<file path="config.mk">
export PLATFORM = sky130hd
export DESIGN_NAME = rx_deserializer
export DESIGN_NICKNAME = d
export VERILOG_FILES = /design/src/rtl/rx_deserializer.sv
export SDC_FILE = /design/constraint.sdc
export NUM_CORES = 1
export LEC_CHECK = 0
export CAP_MARGIN = 40
export CORE_MARGIN = 3
export CORE_UTILIZATION = 40
export DETAILED_ROUTE_END_ITERATION = 8
export PLACE_DENSITY = 0.82
export SLEW_MARGIN = 20
export SYNTH_ARGS = -nofsm -noshare
export SYNTH_HDL_FRONTEND = slang
export SYNTH_SLANG_ARGS = --single-unit
</file>
<file path="constraint.sdc">
create_clock -name clk -period 1.5 [get_ports clk]
set_input_delay 0.3 -clock clk [delete_from_list [all_inputs] [get_ports clk]]
set_output_delay 0.3 -clock clk [all_outputs]
set_load 0.01 [all_outputs]
</file>
<file path="src/rtl/rx_deserializer.sv">
// Receive front end of the serial memory interface: decodes start/status cycles,
// counts payload cycles and steers each response to the prefetch or load path.
module rx_deserializer #(
  parameter int unsigned IO_BITS         = 2,
  parameter int unsigned PAYLOAD_CYCLES  = 8,
  parameter int unsigned MAX_OUTSTANDING = 2,
  localparam int unsigned CW = $clog2(PAYLOAD_CYCLES) + 1,
  localparam int unsigned OW = $clog2(MAX_OUTSTANDING + 1)
) (
  input  logic               clk,
  input  logic               reset,
  input  logic [IO_BITS-1:0] rx_pins,
  input  logic               req_push,
  input  logic               req_prefetch,
  output logic               rx_started,
  output logic               rx_active,
  output logic [IO_BITS-1:0] rx_sbs,
  output logic               rx_sbs_valid,
  output logic [CW-1:0]      rx_counter,
  output logic               rx_data_valid,
  output logic               rx_done,
  output logic               rx_load_valid,
  output logic               rx_load_done,
  output logic [OW-1:0]      outstanding,
  output logic               rx_error
);

  localparam logic [CW-1:0] LAST_CYCLE = CW'(PAYLOAD_CYCLES - 1);

  typedef enum logic [1:0] {IDLE, SBS, DATA} state_t;

  state_t                     state, state_next;
  logic [CW-1:0]              counter, counter_next;
  logic [MAX_OUTSTANDING-1:0] queue, queue_next;
  logic [OW-1:0]              count, count_next, count_after_pop;
  logic                       cur_prefetch, cur_prefetch_next;
  logic                       error_next;
  logic                       pop, push_ok;

  // State register
  always_ff @(posedge clk or posedge reset) begin
    if (reset) state <= IDLE;
    else       state <= state_next;
  end

  // Next state and output decode
  always_comb begin
    state_next    = state;
    counter_next  = counter;
    rx_started    = 1'b0;
    rx_sbs_valid  = 1'b0;
    rx_sbs        = '0;
    rx_counter    = '0;
    rx_data_valid = 1'b0;
    rx_done       = 1'b0;
    rx_load_valid = 1'b0;
    rx_load_done  = 1'b0;
    rx_active     = (state != IDLE);
    case (state)
      IDLE: begin
        if (!rx_pins[0]) begin
          rx_started = !reset;
          state_next = SBS;
        end
      end
      SBS: begin
        rx_sbs_valid = 1'b1;
        rx_sbs       = rx_pins;
        counter_next = '0;
        state_next   = rx_pins[0] ? DATA : IDLE;
      end
      DATA: begin
        rx_counter    = counter;
        rx_data_valid = cur_prefetch;
        rx_load_valid = !cur_prefetch;
        if (counter == LAST_CYCLE) begin
          rx_done      = cur_prefetch;
          rx_load_done = !cur_prefetch;
          counter_next = '0;
          state_next   = IDLE;
        end else begin
          counter_next = counter + CW'(1);
        end
      end
      default: state_next = IDLE;
    endcase
  end

  // Outstanding-request queue; head at bit 0, pop applied before push so a full queue accepts both
  always_comb begin
    pop             = (state == SBS) && (count != '0);
    count_after_pop = pop ? count - OW'(1) : count;
    queue_next      = pop ? (queue >> 1) : queue;
    push_ok         = req_push && (count_after_pop < OW'(MAX_OUTSTANDING));
    for (int i = 0; i < int'(MAX_OUTSTANDING); i++) begin
      if (push_ok && (count_after_pop == OW'(i))) queue_next[i] = req_prefetch;
    end
    count_next        = push_ok ? count_after_pop + OW'(1) : count_after_pop;
    cur_prefetch_next = (state == SBS) ? (pop && queue[0]) : cur_prefetch;
    error_next        = rx_error
                      || (req_push && !push_ok)
                      || ((state == SBS) && (count == '0))
                      || ((state == SBS) && pop && !rx_pins[0] && queue[0]);
  end

  always_ff @(posedge clk or posedge reset) begin
    if (reset) begin
      counter      <= '0;
      queue        <= '0;
      count        <= '0;
      cur_prefetch <= 1'b0;
      rx_error     <= 1'b0;
    end else begin
      counter      <= counter_next;
      queue        <= queue_next;
      count        <= count_next;
      cur_prefetch <= cur_prefetch_next;
      rx_error     <= error_next;
    end
  end

  assign outstanding = count;

endmodule

</file>
==> flow_summary.json <==
{
  "num-fill-cells": 129,
  "synth_seq_area_share_pct": 38.71,
  "htreeDepth": 1,
  "vias": 847,
  "multi_input_area_um2": 544.3,
  "initial_utilization_pct": 43.51,
  "drtAntennaViolNets": 0,
  "violations": "negative setup slack",
  "endpoint_kind": "output port",
  "finalWirelength_um": 2506,
  "worst_slack_ns": -0.1686,
  "clockBufferDepth": 2,
  "fin_worst_skew_ns": 0.005227,
  "worst_slew_pin_slew_ns": 0.4864,
  "synth.distinct_cells": 25,
  "grt_max_degree": 13,
  "cts.sinks": 12,
  "outcome": "finished, violations left",
  "core_area_mm2": 0.001783,
  "synth.largest_area_cell": "dfrtp_1",
  "reg2reg_from": "state[1]",
  "drt_first_pass_iters": 4,
  "r2r_cells": 8,
  "regArea_um2": 302.8,
  "drc_errors": 0,
  "path_max_fanout": 4,
  "ys_ff_latch": 12,
  "reg2reg_to": "queue[0]",
  "criticalPathCategory": "flop to output port",
  "die_h_um": 50.04,
  "layout.nets": 151,
  "final_core_util_pct": 76.07,
  "worstSkewPairLatency_ns": 0.27,
  "grt_antenna_before_repair": 0,
  "cap_violations": 0,
  "viasPerCell": 5.196,
  "max_slew_margin_pct": 67.54,
  "syn_avg_cell_area_um2": 9.126,
  "power.total_mw": 2.599,
  "ys_warn_count": 0,
  "required_ns": 1.20,
  "grt_pass1_vias": 914,
  "rows": 15,
  "grtUsageTotal_pct": 21.12,
  "clkTransAtPathRegs_ns": 0.08,
  "clock.fmax_mhz": 599.3,
  "rrSetupSlack_ns": -0.14,
  "fin_crit_ns": 1.669,
  "synth_top_area_share_pct": 38.71,
  "wl_per_cell_um": 15.37,
  "final-setup-viol-count": 18,
  "overflow": 0,
  "hp-class": "input port to asynchronous set/reset pin",
  "rsz0062_at_grt": "yes",
  "powerDensity_mw_per_mm2": 1917,
  "gp_congestion": 0.8006,
  "syn_area_um2": 775.7,
  "worstPathArrival_ns": 1.37,
  "ir_worst_vdd_mv": 1.486,
  "syn2layout_area_growth_pct": 74.84,
  "synthCells": 85,
  "drv_slew": 0,
  "cts_root_buf": "clkbuf_4",
  "synthTopCellsByArea": "dfrtp_1 39%, ha_1 9.7%, inv_1 4.8%, and2_1 4.0%, mux2i_1 3.9%",
  "drive_above_1_share_pct": 52.17,
  "fin_crit_sh_pct": 111.2,
  "p_leak_nw": 0.6229,
  "start_kind": "flop",
  "antenna_cells": 0,
  "hold_violations": 0,
  "syn-num-nets": 97,
  "grt_pass1_wl_um": 4071,
  "port_buffers": 21,
  "pin_count": 22,
  "first_iter_violations": 14,
  "cts-buffers-inserted": 3,
  "cts_tree": "built",
  "dp_hpwl_um": 1544,
  "die-area_mm2": 0.002504,
  "die_w_um": 50.04
}
==> state kept, by name, summed over array words and instances, names as in the netlist <==
name / count
state: 2
counter: 4
rx_error: 1
cur_prefetch: 1
queue: 2
outstanding: 2
==> cells in the final DEF, fill, tap and decap left out, drive strengths merged <==
master | Yosys | layout
dfrtp | 12 | 12
buf | 0 | 41
a21oi | 1 | 1
nand2b | 4 | 4
o2bb2ai | 1 | 1
clkbuf | 0 | 4
and2 | 5 | 5
nand3b | 2 | 2
nand3 | 6 | 6
a211oi | 2 | 2
xnor2 | 2 | 2
a21o | 1 | 1
o22ai | 1 | 1
nor3 | 3 | 3
and3 | 1 | 1
o21ai | 7 | 7
nand2 | 6 | 6
clkdlybuf4s50 | 0 | 6
mux2i | 3 | 3
ha | 6 | 6
dlygate4sd2 | 0 | 2
a31oi | 1 | 1
nor3b | 1 | 1
nor2 | 6 | 6
nor2b | 3 | 3
inv | 10 | 10
a22o | 1 | 1
==> cell families after synthesis <==
kind of cell    share of synthesized area, %
compound gates                         13.23
xor+xnor                               2.258
fa+ha+maj                              9.677
buf+inv                                4.839
flops                                  38.71
mux                                    3.871
simple gates                           27.42
==> cells in the mapped netlist <==
| library cell | instances |
|---|---|
| mux2i_1 | 3 |
| nand3b_1 | 2 |
| nor2b_1 | 3 |
| a211oi_2 | 2 |
| nor2_1 | 6 |
| nand2b_1 | 3 |
| nand2b_4 | 1 |
| o21ai_1 | 1 |
| and3_1 | 1 |
| nor3_1 | 3 |
| nor3b_4 | 1 |
| a31oi_1 | 1 |
| o21ai_0 | 6 |
| o22ai_1 | 1 |
| o2bb2ai_1 | 1 |
| a21o_1 | 1 |
| a22o_1 | 1 |
| inv_1 | 10 |
| xnor2_1 | 2 |
| nand3_1 | 6 |
| nand2_1 | 6 |
| and2_1 | 5 |
| a21oi_1 | 1 |
| ha_1 | 6 |
| dfrtp_1 | 12 |
==> report_power, final <==
group          switching (mW)  leakage, nW  internal (mW)
Combinational           0.886        0.453          0.957
Clock                   0.117       0.0210          0.147
Sequential             0.0687        0.149          0.424
Total                    1.07        0.623           1.53
==> routing by layer <==
metal / wire (um) / global-route usage (%) / share of wire (%)
met1: 942 / 22.01 / 38
met3: 115 / 3.927 / 4.6
met4: 23 / 5.991 / 0.92
met2: 1424 / 41.52 / 57
met5: 0 / 0 / 0
==> area by class of cell <==
class	count	share of cell area [%]
Multi-Input combinational cell	63	40.13
Timing Repair Buffer	49	29.43
Sequential cell	12	22.32
Inverter	10	3.137
Clock buffer	4	2.675
Tap cell	25	2.306
==> timing repair <==
item,in CTS,in global routing
resized for setup,82,8
endpoints found under the hold margin,0,0
endpoints found under the setup margin,19,19
hold buffers,0,0
pin swaps,12,2
setup buffers,4,4
==> through the flow <==
step / cells / TNS [ns] / cell area [um^2] / hold slack, ns / setup WS, ns
finish: 163 / -1.513 / 1356 / 0.4082 / -0.1686
global route: 163 / -2.640 / 1356 / 0.4429 / -0.2390
detailed placement: 151 / -3.448 / 1181 / 0.4563 / -0.3950
floorplan: 85 / 0 / 789.5 / 0.1646 / 0.003239
global placement: 151 / -2.911 / 1181 / 0.4558 / -0.3000
CTS: 159 / -1.144 / 1296 / 0.4245 / -0.1436
==> how the worst max path moves through the flow <==
| stage | startpoint | endpoint | slack, ns | cells after the start |
|---|---|---|---|---|
| 4_1_cts | state[1] | queue[0] | -0.14 | 7 |
| 2_1_floorplan | outstanding[0] | queue[0] | 0.003 | 6 |
| 6_report | state[1] | rx_counter[3] | -0.17 | 5 |
| 3_3_place_gp | rx_pins[0] | rx_sbs[0] | -0.30 | 3 |
| 5_1_grt | state[1] | queue[0] | -0.24 | 8 |
| 3_5_place_dp | rx_pins[0] | rx_started | -0.40 | 3 |
==> worst max-delay path: stages (launching register included) <==
cell	delay [ns]
dfrtp_2	0.41
buf_4	0.15
ha_4	0.17
buf_6	0.12
and2_4	0.13
buf_6	0.11
(Power assumes the default switching activity.)
